===== src/rtl/dkong_video_pkg.sv =====
// Shared types for the dkong video subsystem: VRAM arbiter state and the
// latched CPU request slot.
package dkong_video_pkg;

  localparam int VRAM_ADDR_W = 10;
  localparam int VRAM_DATA_W = 8;

  typedef enum logic [1:0] {
    IDLE     = 2'd0,
    CPU_ACC  = 2'd1,
    CPU_RD   = 2'd2,
    CPU_DONE = 2'd3
  } vram_arb_state_t;

  typedef struct packed {
    logic [VRAM_ADDR_W-1:0] addr;
    logic [VRAM_DATA_W-1:0] wdata;
    logic                   is_write;
  } vram_cpu_req_t;

endpackage


===== src/rtl/dkong_vram_arbiter_if.sv =====
// Bundle of the Z80 bus, video fetch and VRAM port signals around one arbiter.
interface dkong_vram_arbiter_if
  import dkong_video_pkg::*;
#(
  parameter int ADDR_W = VRAM_ADDR_W,
  parameter int DATA_W = VRAM_DATA_W
) ();

  logic              cpu_sel;
  logic              cpu_rdn;
  logic              cpu_wrn;
  logic [ADDR_W-1:0] cpu_addr;
  logic [DATA_W-1:0] cpu_wdata;
  logic [DATA_W-1:0] cpu_rdata;
  logic              vram_busy;
  logic              fetch_window;
  logic              vid_req;
  logic [ADDR_W-1:0] vid_addr;
  logic              vid_valid;
  logic [DATA_W-1:0] vid_rdata;
  logic [ADDR_W-1:0] ram_addr;
  logic              ram_we;
  logic [DATA_W-1:0] ram_wdata;
  logic [DATA_W-1:0] ram_rdata;

  // CPU, video pipeline and RAM side.
  modport master (
    output cpu_sel, cpu_rdn, cpu_wrn, cpu_addr, cpu_wdata,
    output fetch_window, vid_req, vid_addr, ram_rdata,
    input  cpu_rdata, vram_busy, vid_valid, vid_rdata,
    input  ram_addr, ram_we, ram_wdata
  );

  // Arbiter side.
  modport slave (
    input  cpu_sel, cpu_rdn, cpu_wrn, cpu_addr, cpu_wdata,
    input  fetch_window, vid_req, vid_addr, ram_rdata,
    output cpu_rdata, vram_busy, vid_valid, vid_rdata,
    output ram_addr, ram_we, ram_wdata
  );

endinterface


===== src/rtl/dkong_cpu_cycle_detect.sv =====
// Z80 bus cycle framing: one start pulse per strobe assertion and one end
// pulse when the bus goes idle again.
module dkong_cpu_cycle_detect (
  input  logic clk,
  input  logic rst,
  input  logic cpu_sel,
  input  logic cpu_rdn,
  input  logic cpu_wrn,
  output logic cyc_start,
  output logic cyc_end,
  output logic cyc_active,
  output logic cyc_is_write
);

  logic in_cycle_reg;
  logic strobe_one;
  logic bus_idle;

  // Both strobes low is a glitch state and neither starts nor ends a cycle.
  assign strobe_one   = cpu_sel & (cpu_rdn ^ cpu_wrn);
  assign bus_idle     = ~cpu_sel | (cpu_rdn & cpu_wrn);
  assign cyc_start    = strobe_one & ~in_cycle_reg;
  assign cyc_end      = in_cycle_reg & bus_idle;
  assign cyc_active   = in_cycle_reg;
  assign cyc_is_write = ~cpu_wrn;

  always_ff @(posedge clk or posedge rst) begin
    if (rst) begin
      in_cycle_reg <= 1'b0;
    end else if (cyc_start) begin
      in_cycle_reg <= 1'b1;
    end else if (cyc_end) begin
      in_cycle_reg <= 1'b0;
    end
  end

endmodule


===== src/rtl/dkong_vram_arbiter.sv =====
// Single-port VRAM arbiter: video fetches win every cycle, CPU accesses are
// latched and issued once per bus cycle in the gaps.
module dkong_vram_arbiter
  import dkong_video_pkg::*;
#(
  parameter int ADDR_W = VRAM_ADDR_W,
  parameter int DATA_W = VRAM_DATA_W
) (
  input logic                 clk,
  input logic                 rst,
  dkong_vram_arbiter_if.slave bus
);

  vram_arb_state_t   state_reg, state_next;
  vram_cpu_req_t     req_reg, req_next;
  logic              pending_reg, pending_next;
  logic              busy_reg, busy_next;
  logic              vid_valid_reg;
  logic [DATA_W-1:0] cpu_rdata_reg, cpu_rdata_next;
  logic [DATA_W-1:0] vid_rdata_reg;
  logic [ADDR_W-1:0] ram_addr_reg;
  logic [DATA_W-1:0] ram_wdata_reg;

  logic              cyc_start, cyc_end, cyc_active, cyc_is_write;
  logic              vid_grant, cpu_issue, accept;
  logic [ADDR_W-1:0] ram_addr_c;
  logic              ram_we_c;
  logic [DATA_W-1:0] ram_wdata_c;

  dkong_cpu_cycle_detect u_cycle_detect (
    .clk          (clk),
    .rst          (rst),
    .cpu_sel      (bus.cpu_sel),
    .cpu_rdn      (bus.cpu_rdn),
    .cpu_wrn      (bus.cpu_wrn),
    .cyc_start    (cyc_start),
    .cyc_end      (cyc_end),
    .cyc_active   (cyc_active),
    .cyc_is_write (cyc_is_write)
  );

  // Reset gates the grant so the RAM port shows its reset values at once.
  assign vid_grant = bus.vid_req & ~rst;
  assign cpu_issue = (state_reg == CPU_ACC) & ~vid_grant;
  assign accept    = cyc_start & ~pending_reg &
                     ((state_reg == IDLE) | (state_reg == CPU_DONE));

  always_comb begin
    state_next     = state_reg;
    pending_next   = pending_reg;
    req_next       = req_reg;
    cpu_rdata_next = cpu_rdata_reg;

    if (accept) begin
      pending_next      = 1'b1;
      req_next.addr     = bus.cpu_addr;
      req_next.wdata    = bus.cpu_wdata;
      req_next.is_write = cyc_is_write;
    end

    case (state_reg)
      IDLE: begin
        if (accept) state_next = CPU_ACC;
      end
      CPU_ACC: begin
        if (cpu_issue) begin
          if (req_reg.is_write) begin
            state_next   = CPU_DONE;
            pending_next = 1'b0;
          end else begin
            state_next = CPU_RD;
          end
        end
      end
      CPU_RD: begin
        cpu_rdata_next = bus.ram_rdata;
        state_next     = CPU_DONE;
        pending_next   = 1'b0;
      end
      CPU_DONE: begin
        // A start seen here means the CPU already closed the previous cycle.
        if (accept) state_next = CPU_ACC;
        else if (cyc_end | ~cyc_active) state_next = IDLE;
      end
      default: state_next = IDLE;
    endcase
  end

  assign busy_next = bus.fetch_window | (pending_next & (state_next != CPU_DONE));

  assign ram_addr_c  = vid_grant ? bus.vid_addr :
                       (cpu_issue ? req_reg.addr : ram_addr_reg);
  assign ram_we_c    = cpu_issue & req_reg.is_write;
  assign ram_wdata_c = ram_we_c ? req_reg.wdata : ram_wdata_reg;

  always_ff @(posedge clk or posedge rst) begin
    if (rst) begin
      state_reg     <= IDLE;
      pending_reg   <= 1'b0;
      req_reg       <= '0;
      busy_reg      <= 1'b0;
      vid_valid_reg <= 1'b0;
      cpu_rdata_reg <= '0;
      vid_rdata_reg <= '0;
      ram_addr_reg  <= '0;
      ram_wdata_reg <= '0;
    end else begin
      state_reg     <= state_next;
      pending_reg   <= pending_next;
      req_reg       <= req_next;
      busy_reg      <= busy_next;
      vid_valid_reg <= vid_grant;
      cpu_rdata_reg <= cpu_rdata_next;
      ram_addr_reg  <= ram_addr_c;
      ram_wdata_reg <= ram_wdata_c;
      if (vid_valid_reg) vid_rdata_reg <= bus.ram_rdata;
    end
  end

  assign bus.ram_addr  = ram_addr_c;
  assign bus.ram_we    = ram_we_c;
  assign bus.ram_wdata = ram_wdata_c;
  assign bus.cpu_rdata = cpu_rdata_reg;
  assign bus.vram_busy = busy_reg;
  assign bus.vid_valid = vid_valid_reg;
  // RAM data passes straight through on the valid cycle and is held after.
  assign bus.vid_rdata = vid_valid_reg ? bus.ram_rdata : vid_rdata_reg;

endmodule


===== src/flat_wrapper.sv =====
// flat-port wrapper written by rule: the top's interface ports become plain ports
module dkong_vram_arbiter_flat import dkong_video_pkg::*;
#(
  parameter int ADDR_W = VRAM_ADDR_W,
  parameter int DATA_W = VRAM_DATA_W
)
  (clk, rst, bus_cpu_sel, bus_cpu_rdn, bus_cpu_wrn, bus_cpu_addr, bus_cpu_wdata, bus_fetch_window, bus_vid_req, bus_vid_addr, bus_ram_rdata, bus_cpu_rdata, bus_vram_busy, bus_vid_valid, bus_vid_rdata, bus_ram_addr, bus_ram_we, bus_ram_wdata);
  dkong_vram_arbiter_if #(.ADDR_W(ADDR_W), .DATA_W(DATA_W)) bus_i ();
  input logic clk;
  input logic rst;
  input wire logic [$bits(bus_i.cpu_sel)-1:0] bus_cpu_sel;
  input wire logic [$bits(bus_i.cpu_rdn)-1:0] bus_cpu_rdn;
  input wire logic [$bits(bus_i.cpu_wrn)-1:0] bus_cpu_wrn;
  input wire logic [$bits(bus_i.cpu_addr)-1:0] bus_cpu_addr;
  input wire logic [$bits(bus_i.cpu_wdata)-1:0] bus_cpu_wdata;
  input wire logic [$bits(bus_i.fetch_window)-1:0] bus_fetch_window;
  input wire logic [$bits(bus_i.vid_req)-1:0] bus_vid_req;
  input wire logic [$bits(bus_i.vid_addr)-1:0] bus_vid_addr;
  input wire logic [$bits(bus_i.ram_rdata)-1:0] bus_ram_rdata;
  output wire logic [$bits(bus_i.cpu_rdata)-1:0] bus_cpu_rdata;
  output wire logic [$bits(bus_i.vram_busy)-1:0] bus_vram_busy;
  output wire logic [$bits(bus_i.vid_valid)-1:0] bus_vid_valid;
  output wire logic [$bits(bus_i.vid_rdata)-1:0] bus_vid_rdata;
  output wire logic [$bits(bus_i.ram_addr)-1:0] bus_ram_addr;
  output wire logic [$bits(bus_i.ram_we)-1:0] bus_ram_we;
  output wire logic [$bits(bus_i.ram_wdata)-1:0] bus_ram_wdata;
  assign bus_i.cpu_sel = bus_cpu_sel;
  assign bus_i.cpu_rdn = bus_cpu_rdn;
  assign bus_i.cpu_wrn = bus_cpu_wrn;
  assign bus_i.cpu_addr = bus_cpu_addr;
  assign bus_i.cpu_wdata = bus_cpu_wdata;
  assign bus_i.fetch_window = bus_fetch_window;
  assign bus_i.vid_req = bus_vid_req;
  assign bus_i.vid_addr = bus_vid_addr;
  assign bus_i.ram_rdata = bus_ram_rdata;
  assign bus_cpu_rdata = bus_i.cpu_rdata;
  assign bus_vram_busy = bus_i.vram_busy;
  assign bus_vid_valid = bus_i.vid_valid;
  assign bus_vid_rdata = bus_i.vid_rdata;
  assign bus_ram_addr = bus_i.ram_addr;
  assign bus_ram_we = bus_i.ram_we;
  assign bus_ram_wdata = bus_i.ram_wdata;
  dkong_vram_arbiter #(.ADDR_W(ADDR_W), .DATA_W(DATA_W)) u_core (.clk(clk), .rst(rst), .bus(bus_i));
endmodule

===== config.mk =====
export PLATFORM = sky130hd
export DESIGN_NAME = dkong_vram_arbiter_flat
export DESIGN_NICKNAME = d
export VERILOG_FILES = /design/src/rtl/dkong_video_pkg.sv /design/src/rtl/dkong_vram_arbiter_if.sv /design/src/rtl/dkong_cpu_cycle_detect.sv /design/src/rtl/dkong_vram_arbiter.sv /design/src/flat_wrapper.sv
export SDC_FILE = /design/constraint.sdc
export NUM_CORES = 1
export LEC_CHECK = 0
export BUFFER_PORTS_ARGS = -buffer_cell sky130_fd_sc_hd__buf_4
export CORE_ASPECT_RATIO = 2
export CORE_MARGIN = 1
export CORE_UTILIZATION = 57
export CTS_BUF_LIST = sky130_fd_sc_hd__clkbuf_8
export CTS_CLUSTER_DIAMETER = 120
export DETAILED_ROUTE_END_ITERATION = 10
export GPL_TIMING_DRIVEN = 0
export PLACE_DENSITY = 0.84
export SYNTH_ARGS = -nofsm -noshare
export SYNTH_HDL_FRONTEND = slang
export SYNTH_SLANG_ARGS = --single-unit

===== constraint.sdc =====
create_clock -name clk -period 4.65 [get_ports clk]
set_input_delay 0.2325 -clock clk [delete_from_list [all_inputs] [get_ports clk]]
set_output_delay 0.2325 -clock clk [all_outputs]
set_load 0.05 [all_outputs]

==> metrics.json <==
{
  "outcome": {"value": "complete, no violations"},
  "floorplan.initialDensity": {"value": 0.600},
  "combPwrFrac": {"value": 0.501},
  "dp.cells": {"value": 310},
  "ys_warn_count": {"value": 0},
  "timing.critical_path.required": {"value": 4.42, "unit": "ns"},
  "timing_max_transition_violations_final": {"value": 0},
  "p_leak": {"value": 1.70, "unit": "nW"},
  "drt.antenna.violating_nets": {"value": 0},
  "drv_cap": {"value": 0},
  "cts_tree": {"value": "yes"},
  "post_drt_via_cell_ratio": {"value": 5.23},
  "largest_family_of_logic_cells_by_synthesized_area": {"value": "multiplexers"},
  "dr_total_vias": {"value": 1709},
  "multi_input_area": {"value": 0.00106, "unit": "mm2"},
  "totalWireLength": {"value": 5500, "unit": "um"},
  "grt_start_max_net_pins": {"value": 36},
  "timing.hold.worst.start": {"value": "bus_cpu_wrn"},
  "syn_to_final_growth": {"value": 35.0, "unit": "%"},
  "root_buffer_cell": {"value": "sky130_fd_sc_hd__clkbuf_8"},
  "adder_cell_share_of_the_synthesized_area": {"value": 0.0238},
  "postCtsSetupBuffers": {"value": 0},
  "core_area": {"value": 0.00438, "unit": "mm2"},
  "io_buffers": {"value": 79},
  "drt_iter0_drc": {"value": 29},
  "ir_worst_vdd": {"value": 0.569, "unit": "mV"},
  "power_report.internal_total": {"value": 0.00160, "unit": "W"},
  "fp-row-count": {"value": 34},
  "final_common_cell": {"value": "sky130_fd_sc_hd__buf_4"},
  "post_synth_and_or_nand_nor_area_fraction": {"value": 0.0590},
  "syn_area": {"value": 0.00263, "unit": "mm2"},
  "numClockSinks": {"value": 59},
  "post_synthesis_sequential_area_ratio": {"value": 0.562},
  "path_clk_slew": {"value": 0.06, "unit": "ns"},
  "grt_remaining_overflow": {"value": 0},
  "drtPass1Iterations": {"value": 4},
  "cts_buffers": {"value": 9},
  "insertion_delay": {"value": 0.33, "unit": "ns"},
  "finClkSkew": {"value": 0.00494, "unit": "ns"},
  "max_slew.worst_pin.slew": {"value": 0.527, "unit": "ns"},
  "grt_usage": {"value": 0.254},
  "synthXorXnorAreaFrac": {"value": 0},
  "die_width": {"value": 50.0, "unit": "um"},
  "grt_first_pass_wirelength": {"value": 8910, "unit": "um"},
  "power_switching": {"value": 0.00114, "unit": "W"},
  "design.die.area": {"value": 0.00490, "unit": "mm2"},
  "place_hpwl": {"value": 4130, "unit": "um"},
  "setup_repair_after_global_routing_missed_its_margin": {"value": "false"},
  "r2r_start": {"value": "u_core.state_reg[0]$_DFF_PP0_"},
  "flop_pwr_share": {"value": 0.307},
  "register_area": {"value": 0.00148, "unit": "mm2"},
  "antenna_found_initial": {"value": 0},
  "setup_viol": {"value": 0},
  "dieHeight": {"value": 98.0, "unit": "um"},
  "finalCoreUtilization": {"value": 0.809},
  "worstReg2RegEnd": {"value": "u_core.req_reg[7]$_DFFE_PP0P_"},
  "final_layout_size_suffix_gt1_frac": {"value": 0.538},
  "drcViolationCount": {"value": 0},
  "clock_tree.htree_level_count": {"value": 3},
  "critical_path.endpoint_type": {"value": "output pin"},
  "first_global_vias": {"value": 1912},
  "regToRegSetupSlack": {"value": 2.81, "unit": "ns"},
  "final_cells": {"value": 327},
  "synthesis.nets": {"value": 224},
  "layout.nets": {"value": 316},
  "route.detailed.wl_per_inst": {"value": 16.8, "unit": "um"},
  "placedInstanceArea": {"value": 0.00331, "unit": "mm2"},
  "hold_end": {"value": "u_core.req_reg[0]$_DFFE_PP0P_"},
  "finalCriticalPeriod": {"value": 2.35, "unit": "ns"},
  "setup-tns-final": {"value": 0, "unit": "ns"},
  "post_synth.cell_area_avg": {"value": 14.9, "unit": "um2"},
  "pin_count": {"value": 80},
  "ctsLongestPathBuffers": {"value": 2},
  "holdPathStages": {"value": 2},
  "critical_path_peak_fanout": {"value": 9},
  "ff2ff_path_depth": {"value": 6},
  "hold_class": {"value": "input port to flip-flop"},
  "stdcell_area": {"value": 0.00355, "unit": "mm2"},
  "cp_data_arrival_time": {"value": 2.12, "unit": "ns"},
  "power.density_cell_area": {"value": 771, "unit": "mW/mm2"},
  "largest_register_ff_count": {"value": 19},
  "synth_compound_gate_area_share": {"value": 0.0757},
  "diodes": {"value": 0},
  "synth.lib_cells_used.distinct": {"value": 34},
  "switching_share": {"value": 0.416},
  "gp_routability_congestion": {"value": 0.795},
  "criticalPathCategory": {"value": "flip-flop to output pin"},
  "yosys-mux-area-fraction": {"value": 0.244},
  "final_cell_mix": {"value": "80 x sky130_fd_sc_hd__buf_4, 59 x sky130_fd_sc_hd__dfrtp_1, 18 x sky130_fd_sc_hd__mux2_4"},
  "relSlewSlack": {"value": 0.648},
  "syn-instance-count": {"value": 176},
  "power.share.clock": {"value": 0.191},
  "setup.worst_path.start_class": {"value": "flip-flop"},
  "report.final.hold_viol_count": {"value": 0},
  "layout_worst_path_cycle_share": {"value": 0.506},
  "count_of_filler_cells_inserted_in_the_layout": {"value": 271},
  "ys_ff_latch": {"value": 59},
  "max_freq": {"value": 425, "unit": "MHz"}
}
==> power groups by stage <==
stage | Sequential [W] | Combinational (W) | Clock (W)
2_1_floorplan | 0.000961 | 0.000884 | 0
3_3_place_gp | 0.000833 | 0.00135 | 0
3_5_place_dp | 0.000850 | 0.00138 | 0
4_1_cts | 0.000842 | 0.00139 | 0.000534
5_1_grt | 0.000860 | 0.00145 | 0.000553
6_report | 0.000840 | 0.00137 | 0.000523
==> logic make-up after synthesis <==
logic type,count (synthesis)
DFF,59
muxes,52
AOI/OAI and AO/OA,24
and+or+nand+nor,22
buffers and inverters,14
adders and majority gates,5
==> timing repair <==
| action | in CTS | in global routing |
|---|---|---|
| gates resized for setup | 0 | 0 |
| hold buffers | 1 | 0 |
| endpoints found under the hold margin | 24 | 0 |
==> stage by stage <==
stage / total power, W / setup WS, ns / hold slack, ns
after floorplan: 0.00185 / 2.62 / 0.317
after global placement: 0.00219 / 2.30 / 0.416
after detailed placement: 0.00223 / 2.64 / 0.322
after CTS: 0.00276 / 2.26 / 0.0632
after global routing: 0.00286 / 2.19 / 0.0668
final: 0.00274 / 2.30 / 0.0691
==> cell usage after synthesis <==
cell                        count  share of area
sky130_fd_sc_hd__mux2_4        18           0.10
sky130_fd_sc_hd__o2bb2a_4       1         0.0076
sky130_fd_sc_hd__o21ba_2        1         0.0038
sky130_fd_sc_hd__nor2_8         1         0.0076
sky130_fd_sc_hd__clkbuf_1       1         0.0014
sky130_fd_sc_hd__o211ai_1       1         0.0029
sky130_fd_sc_hd__buf_2          4         0.0076
sky130_fd_sc_hd__o221a_4        1         0.0076
sky130_fd_sc_hd__o21ai_1       11          0.021
sky130_fd_sc_hd__a22oi_1        1         0.0029
sky130_fd_sc_hd__buf_4          1         0.0029
sky130_fd_sc_hd__o21a_1         1         0.0029
sky130_fd_sc_hd__ha_1           5          0.024
sky130_fd_sc_hd__nand2b_1       1         0.0024
sky130_fd_sc_hd__a21oi_1        2         0.0038
sky130_fd_sc_hd__o2111ai_2      1         0.0057
sky130_fd_sc_hd__o211ai_2       1         0.0048
sky130_fd_sc_hd__nor2b_1        1         0.0024
sky130_fd_sc_hd__buf_12         2          0.015
sky130_fd_sc_hd__and4b_1        1         0.0038
sky130_fd_sc_hd__nand2_1       13          0.019
sky130_fd_sc_hd__and4bb_1       1         0.0048
sky130_fd_sc_hd__nor2_4         1         0.0043
sky130_fd_sc_hd__mux2_2        16          0.069
sky130_fd_sc_hd__o211a_1        1         0.0038
sky130_fd_sc_hd__inv_1          6         0.0086
sky130_fd_sc_hd__o21bai_2       1         0.0043
sky130_fd_sc_hd__nand4bb_4      1          0.010
sky130_fd_sc_hd__dfrtp_1       59           0.56
sky130_fd_sc_hd__mux2_1         8          0.034
sky130_fd_sc_hd__mux2i_1       10          0.038
sky130_fd_sc_hd__nor2_1         1         0.0014
sky130_fd_sc_hd__and3b_1        1         0.0033
sky130_fd_sc_hd__o22ai_2        1         0.0048
==> worst max-delay path: stages (launching register included) <==
cell	delay, ns
sky130_fd_sc_hd__dfrtp_1	0.43
sky130_fd_sc_hd__inv_1	0.10
sky130_fd_sc_hd__ha_1	0.27
sky130_fd_sc_hd__nand2_1	0.19
sky130_fd_sc_hd__nor2_8	0.22
sky130_fd_sc_hd__mux2_1	0.38
sky130_fd_sc_hd__buf_4	0.20
==> per-layer routing <==
| layer | part of all wire | global-route usage | vias to the layer above |
|---|---|---|---|
| met5 | 0 | 0 | - |
| met4 | 0.027 | 0.123 | 0 |
| met3 | 0.045 | 0.0779 | 12 |
| met2 | 0.57 | 0.447 | 58 |
| met1 | 0.36 | 0.262 | 832 |
| li1 | - | - | 807 |
==> layout make-up <==
type | count | share of cell area
buffer | 8 | 0.0201
clock buffer | 11 | 0.0427
clock inverter | 5 | 0.0215
inverter | 6 | 0.00635
multi-input combinational | 103 | 0.298
sequential | 59 | 0.416
tap | 54 | 0.0191
timing repair buffer | 81 | 0.176
==> how the worst max path moves through the flow <==
stage,slack [ns],startpoint,cells after the start,end
floorplan,2.62,u_core.state_reg[1]$_DFF_PP0_,5,bus_ram_addr[0]
global placement,2.30,rst,2,u_core.ram_wdata_reg[4]$_DFF_PP0_
detailed placement,2.64,u_core.state_reg[1]$_DFF_PP0_,6,bus_ram_wdata[4]
CTS,2.26,u_core.state_reg[1]$_DFF_PP0_,6,bus_ram_wdata[4]
global route,2.19,u_core.state_reg[1]$_DFF_PP0_,6,bus_ram_wdata[5]
finish,2.30,u_core.state_reg[1]$_DFF_PP0_,6,bus_ram_wdata[5]
Note: power is estimated with default switching activity, not from simulation.
